===== config.mk =====
export PLATFORM = sky130hd
export DESIGN_NAME = bin_to_bcd_sequential
export DESIGN_NICKNAME = d
export VERILOG_FILES = /design/src/rtl/bin_to_bcd_sequential.sv
export SDC_FILE = /design/constraint.sdc
export NUM_CORES = 1
export LEC_CHECK = 0
export CAP_MARGIN = 20
export CELL_PAD_IN_SITES_DETAIL_PLACEMENT = 0
export CELL_PAD_IN_SITES_GLOBAL_PLACEMENT = 1
export CORE_AREA = 8 8 90 92
export CTS_BUF_LIST = sky130_fd_sc_hd__clkbuf_16
export DETAILED_ROUTE_END_ITERATION = 8
export DIE_AREA = 0 0 98 100
export GPL_TIMING_DRIVEN = 0
export HOLD_SLACK_MARGIN = 0.02
export PLACE_DENSITY = 0.69
export SLEW_MARGIN = 20
export SYNTH_ARGS = -nofsm -noshare
export SYNTH_HDL_FRONTEND = slang
export SYNTH_SLANG_ARGS = --single-unit

===== constraint.sdc =====
create_clock -name clk -period 1.5 [get_ports clk]
set_input_delay 0.3 -clock clk [delete_from_list [all_inputs] [get_ports clk]]
set_output_delay 0.3 -clock clk [all_outputs]
set_load 0.02 [all_outputs]

===== src/rtl/bin_to_bcd_sequential.sv =====
// Sequential double-dabble binary-to-BCD converter: one shift per clock, with a start/busy/done handshake.
// Optional two's-complement input is enabled by the BCD_SIGNED_INPUT_EN macro.
module bin_to_bcd_sequential #(
  parameter int WIDTH  = 8,
  parameter int DIGITS = 4
) (
  input  logic                  clk,
  input  logic                  reset_n,
  input  logic                  start,
  input  logic [WIDTH-1:0]      bin_in,
  output logic                  busy,
  output logic                  done,
  output logic [4*DIGITS-1:0]   bcd_out,
  output logic                  negative,
  output logic                  overflow
);

  localparam int BW = 4 * DIGITS;
  localparam int CW = $clog2(WIDTH);

  typedef enum logic [1:0] {S_IDLE, S_SHIFT, S_DONE} state_t;

  state_t           r_state;
  logic [WIDTH-1:0] r_operand;
  logic [BW-1:0]    r_scratch;
  logic [CW-1:0]    r_cnt;
  logic             r_ovf_flag;
  logic             r_busy;
  logic             r_done;
  logic [BW-1:0]    r_bcd;
  logic             r_ovf;

  logic [BW-1:0]    w_adj;
  logic [BW-1:0]    w_scratch_next;
  logic             w_ovf_next;
  logic             w_accept;
  logic [WIDTH-1:0] w_load_operand;

  // The +3 adjust only touches digits 5..9, so it never carries into the next digit.
  genvar gi;
  generate
    for (gi = 0; gi < DIGITS; gi++) begin : g_adj
      assign w_adj[4*gi +: 4] = (r_scratch[4*gi +: 4] >= 4'd5) ?
                                (r_scratch[4*gi +: 4] + 4'd3) : r_scratch[4*gi +: 4];
    end
  endgenerate

  assign w_scratch_next = {w_adj[BW-2:0], r_operand[WIDTH-1]};
  assign w_ovf_next     = r_ovf_flag | w_adj[BW-1];
  assign w_accept       = start && (r_state != S_SHIFT);

`ifdef BCD_SIGNED_INPUT_EN
  logic r_sign;
  logic r_neg;
  logic w_load_sign;

  assign w_load_sign    = bin_in[WIDTH-1];
  assign w_load_operand = w_load_sign ? (~bin_in + WIDTH'(1)) : bin_in;
  assign negative       = r_neg;
`else
  assign w_load_operand = bin_in;
  assign negative       = 1'b0;
`endif

  always_ff @(posedge clk) begin
    if (!reset_n) begin
      r_state    <= S_IDLE;
      r_operand  <= '0;
      r_scratch  <= '0;
      r_cnt      <= '0;
      r_ovf_flag <= 1'b0;
      r_busy     <= 1'b0;
      r_done     <= 1'b0;
      r_bcd      <= '0;
      r_ovf      <= 1'b0;
`ifdef BCD_SIGNED_INPUT_EN
      r_sign     <= 1'b0;
      r_neg      <= 1'b0;
`endif
    end else begin
      r_done <= 1'b0;
      case (r_state)
        S_SHIFT: begin
          r_scratch  <= w_scratch_next;
          r_operand  <= {r_operand[WIDTH-2:0], 1'b0};
          r_ovf_flag <= w_ovf_next;
          r_cnt      <= r_cnt + CW'(1);
          if (r_cnt == CW'(WIDTH - 1)) begin
            // Results are published on the same edge that enters DONE.
            r_state <= S_DONE;
            r_busy  <= 1'b0;
            r_done  <= 1'b1;
            r_ovf   <= w_ovf_next;
            r_bcd   <= w_ovf_next ? {DIGITS{4'h9}} : w_scratch_next;
`ifdef BCD_SIGNED_INPUT_EN
            r_neg   <= r_sign;
`endif
          end
        end
        default: begin
          if (w_accept) begin
            r_state    <= S_SHIFT;
            r_busy     <= 1'b1;
            r_operand  <= w_load_operand;
            r_scratch  <= '0;
            r_cnt      <= '0;
            r_ovf_flag <= 1'b0;
`ifdef BCD_SIGNED_INPUT_EN
            r_sign     <= w_load_sign;
`endif
          end else begin
            r_state <= S_IDLE;
          end
        end
      endcase
    end
  end

  assign busy     = r_busy;
  assign done     = r_done;
  assign bcd_out  = r_bcd;
  assign overflow = r_ovf;

endmodule

==> impl_metrics.py, run 1 <==
metrics = {
    "die": {
        "start_util": 0.359,
        "std_cell_rows": 30,
        "dieHeight_um": 100,
        "die_w_um": 98,
        "die_area_um2": 9800,
        "ioPinCount": 31,
        "coreArea_um2": 6640,
    },
    "placed_design": {
        "hpwlAfterDp_mm": 4.80,
        "gp_congestion": 0.781,
        "placed_area_um2": 2790,
        "io_buffers": 28,
    },
    "cells_and_area": {
        "nFillCells": 663,
        "layout_common_cells": "dfxtp_1, a21oi_1, nor2_1, dlygate4sd2_1",
        "layout-drive-gt1-share": 0.188,
        "n_antenna_cell": 0,
        "finalNetCount": 345,
        "final_common_cell": "dfxtp_1",
        "syn_to_final_growth_pct": 31.1,
        "fin_util": 0.471,
        "finalInstanceArea_um2": 3130,
    },
    "outcome": {
        "violations": "negative setup slack",
        "status": "finished, violations left",
    },
    "sta": {
        "setup_slack_ns": -0.115,
        "fmax_mhz": 619,
        "hold_viol_final": 0,
        "skew_ns": 0.00373,
        "setup_viol": 8,
        "fin_crit_sh": 1.08,
        "relSlewSlack": 0.573,
        "rsz0062_at_grt": "yes",
        "max_slew.worst_pin.slew_ns": 0.640,
        "post-route-min-period_ns": 1.61,
        "drv_slew": 0,
    },
    "routing": {
        "drc": 0,
        "dr.first_iter.drc_count": 131,
        "dr.pass1.iters": 4,
        "ant_nets": 0,
        "via_count": 2201,
        "vias_per_cell": 5.45,
        "wl_per_cell_um": 17.3,
        "postRouteWirelength_mm": 6.99,
    },
    "grt": {
        "grt_max_degree": 14,
        "grt_overflow_total": 0,
        "grt_pass1_wl_mm": 11.4,
        "antenna_found_initial": 0,
        "grt_usage": 0.147,
        "grt_pass1_vias": 2228,
    },
    "cts": {
        "cts_sinks": 49,
        "h-tree-depth": 2,
        "clk_latency_ns": 0.29,
        "cts_tree": "done",
        "cts_hold_buf": 0,
        "numCtsBuffers": 5,
        "clk_pin_slew_ns": 0.07,
        "cts_buffer_depth": 2,
        "cts_root_buf": "clkbuf_16",
    },
    "synthesis": {
        "synth_top_area_frac": 0.411,
        "ys_seq_area_frac": 0.411,
        "synthAdderAreaFrac": 0.0525,
        "synth_mux_area_frac": 0.0383,
        "yosysTopAreaCell": "dfxtp_1",
        "synthCells": 282,
        "yosys-top-cells-area": "dfxtp_1, a21oi_1, ha_1",
        "yosys_warnings": 0,
        "synth.distinct_cells": 37,
        "mappedNetlistArea_um2": 2380,
        "synth.avg_cell_area_um2": 8.46,
        "ys_ff_latch": 49,
        "synth_top_family_by_area": "compound AO/OA/AOI/OAI gates",
        "synth-compound-area-share": 0.232,
        "yosys.area_share.simple": 0.199,
        "synthXorXnorAreaFrac": 0,
        "syn_nets": 303,
    },
    "critical_path": {
        "cp.required_ns": 1.71,
        "cp_data_arrival_time_ns": 1.83,
        "startpoint_type": "flip-flop",
        "crit_type": "reg2reg",
        "endpoint_kind": "flip-flop",
        "path_buf_inv": 2,
        "worstPathMaxFanout": 6,
        "crit_chain": "inv_2 -> ha_4 -> and2b_2 -> nor3_4 -> or3_1 -> buf_6 -> o31ai_2",
        "crit_family": "simple AND/OR/NAND/NOR gates",
        "slowest_stage": "dfxtp_2",
        "reg2reg_slack_ns": -0.11,
        "max_stage_delay_ns": 0.34,
    },
    "hold_path": {
        "hp-class": "reg2reg",
    },
    "run": {
        "maxCapViolCount": 0,
    },
    "pwr": {
        "p_per_area_nw_per_um2": 837,
        "power_leakage_uw": 0.00131,
        "ir_drop_uv": 432,
    },
}
cells in the mapped netlist:
cell type / n
buf_2: 6
or3_1: 8
inv_1: 15
and2_0: 1
buf_4: 2
a211oi_1: 8
o31ai_1: 6
nand3_1: 8
a31oi_1: 4
a2bb2oi_1: 2
a211o_1: 7
o21ai_0: 20
and3_1: 2
dfxtp_1: 49
nor2_1: 18
nand2_1: 14
o211ai_1: 5
conb_1: 1
nand2b_1: 5
or4_1: 1
and2_1: 3
o21ai_2: 1
ha_1: 10
nor3b_1: 5
nor3_1: 8
nor2b_1: 2
o2111ai_1: 1
buf_1: 1
mux2_2: 1
a21oi_1: 28
o21a_1: 4
clkbuf_1: 13
and2_4: 1
mux2i_1: 8
and2b_1: 2
a41o_1: 2
nand3b_1: 10
final timing paths:
| path | cells after the start | from | end |
|---|---|---|---|
| worst max register to register | 7 | r_scratch[13]$_SDFFE_PN0P_ | bcd_out[10]$_SDFFE_PN0P_ |
| worst min-delay path | 2 | bcd_out[9]$_SDFFE_PN0P_ | bcd_out[9]$_SDFFE_PN0P_ |
| worst max-delay path | 7 | r_scratch[13]$_SDFFE_PN0P_ | bcd_out[10]$_SDFFE_PN0P_ |
| worst min register to register | 2 | bcd_out[9]$_SDFFE_PN0P_ | bcd_out[9]$_SDFFE_PN0P_ |
cells by family after synthesis:
logic type / count (synthesis)
fa+ha+maj: 10
flops: 49
compound gates: 88
mux: 9
other cells: 1
simple gates: 88
buf+inv: 37
power by group:
part / internal, µW / total [µW] / switching (µW)
Clock: 598 / 1080 / 480
Combinational: 79.5 / 201 / 121
Sequential: 1320 / 1340 / 14.7
Total: 2000 / 2620 / 616
worst min-delay path, stage by stage (launching register included):
cell,delay (ns)
dfxtp_1,0.31
nand3_1,0.06
o31ai_1,0.05
metrics by stage:
stage / total power [µW] / setup slack [ns] / hold slack (ns) / setup TNS (ns) / instances
detailed placement: 1560 / -0.592 / 0.456 / -16.33 / 390
global route: 2710 / -0.171 / 0.500 / -1.41 / 404
floorplan: 1480 / -0.0120 / 0.441 / -0.0200 / 282
finish: 2620 / -0.115 / 0.462 / -0.636 / 404
CTS: 2640 / -0.0873 / 0.463 / -0.544 / 402
global placement: 1560 / -0.638 / 0.453 / -16.97 / 390
flip-flops by register name, summed over array words and instances, names as in the netlist:
name / flops
bcd_out: 16
busy: 1
done: 1
overflow: 1
r_cnt: 3
r_operand: 8
r_ovf_flag: 1
r_scratch: 16
r_state: 2
area by class of cell:
type	instances	area [µm²]	area share
Sequential cell	49	991	0.317
Clock buffer	5	125	0.0400
Buffer	21	138	0.0440
Multi-Input combinational cell	196	1390	0.444
Clock inverter	2	7.51	0.00240
Inverter	15	56.3	0.0180
Tap cell	80	100	0.0320
Timing Repair Buffer	36	320	0.102
routing by layer:
metal | track usage | wire length [µm]
met5 | 0 | 0
met4 | 0.0360 | 52
met3 | 0.0339 | 344
met2 | 0.261 | 3320
met1 | 0.174 | 3280
repair_timing:
| action | CTS | global route |
|---|---|---|
| pin swaps | 3 | 2 |
| gates resized for setup | 44 | 38 |
| setup endpoints to repair | 60 | 31 |
| buffers inserted | 5 | 2 |
| cloned | 0 | 1 |
(Power assumes the default switching activity.)
==> inputs of run 2 (changes only) <==
--- a/config.mk
+++ b/config.mk
@@ -10,6 +10,7 @@
 export CELL_PAD_IN_SITES_GLOBAL_PLACEMENT = 1
 export CORE_AREA = 8 8 90 92
 export CTS_BUF_LIST = sky130_fd_sc_hd__clkbuf_16
+export CTS_CLUSTER_SIZE = 8
 export DETAILED_ROUTE_END_ITERATION = 8
 export DIE_AREA = 0 0 98 100
 export GPL_TIMING_DRIVEN = 0
==> results of run 2 <==
No change in the layout: final DEF, timing and power equal those of run 1.
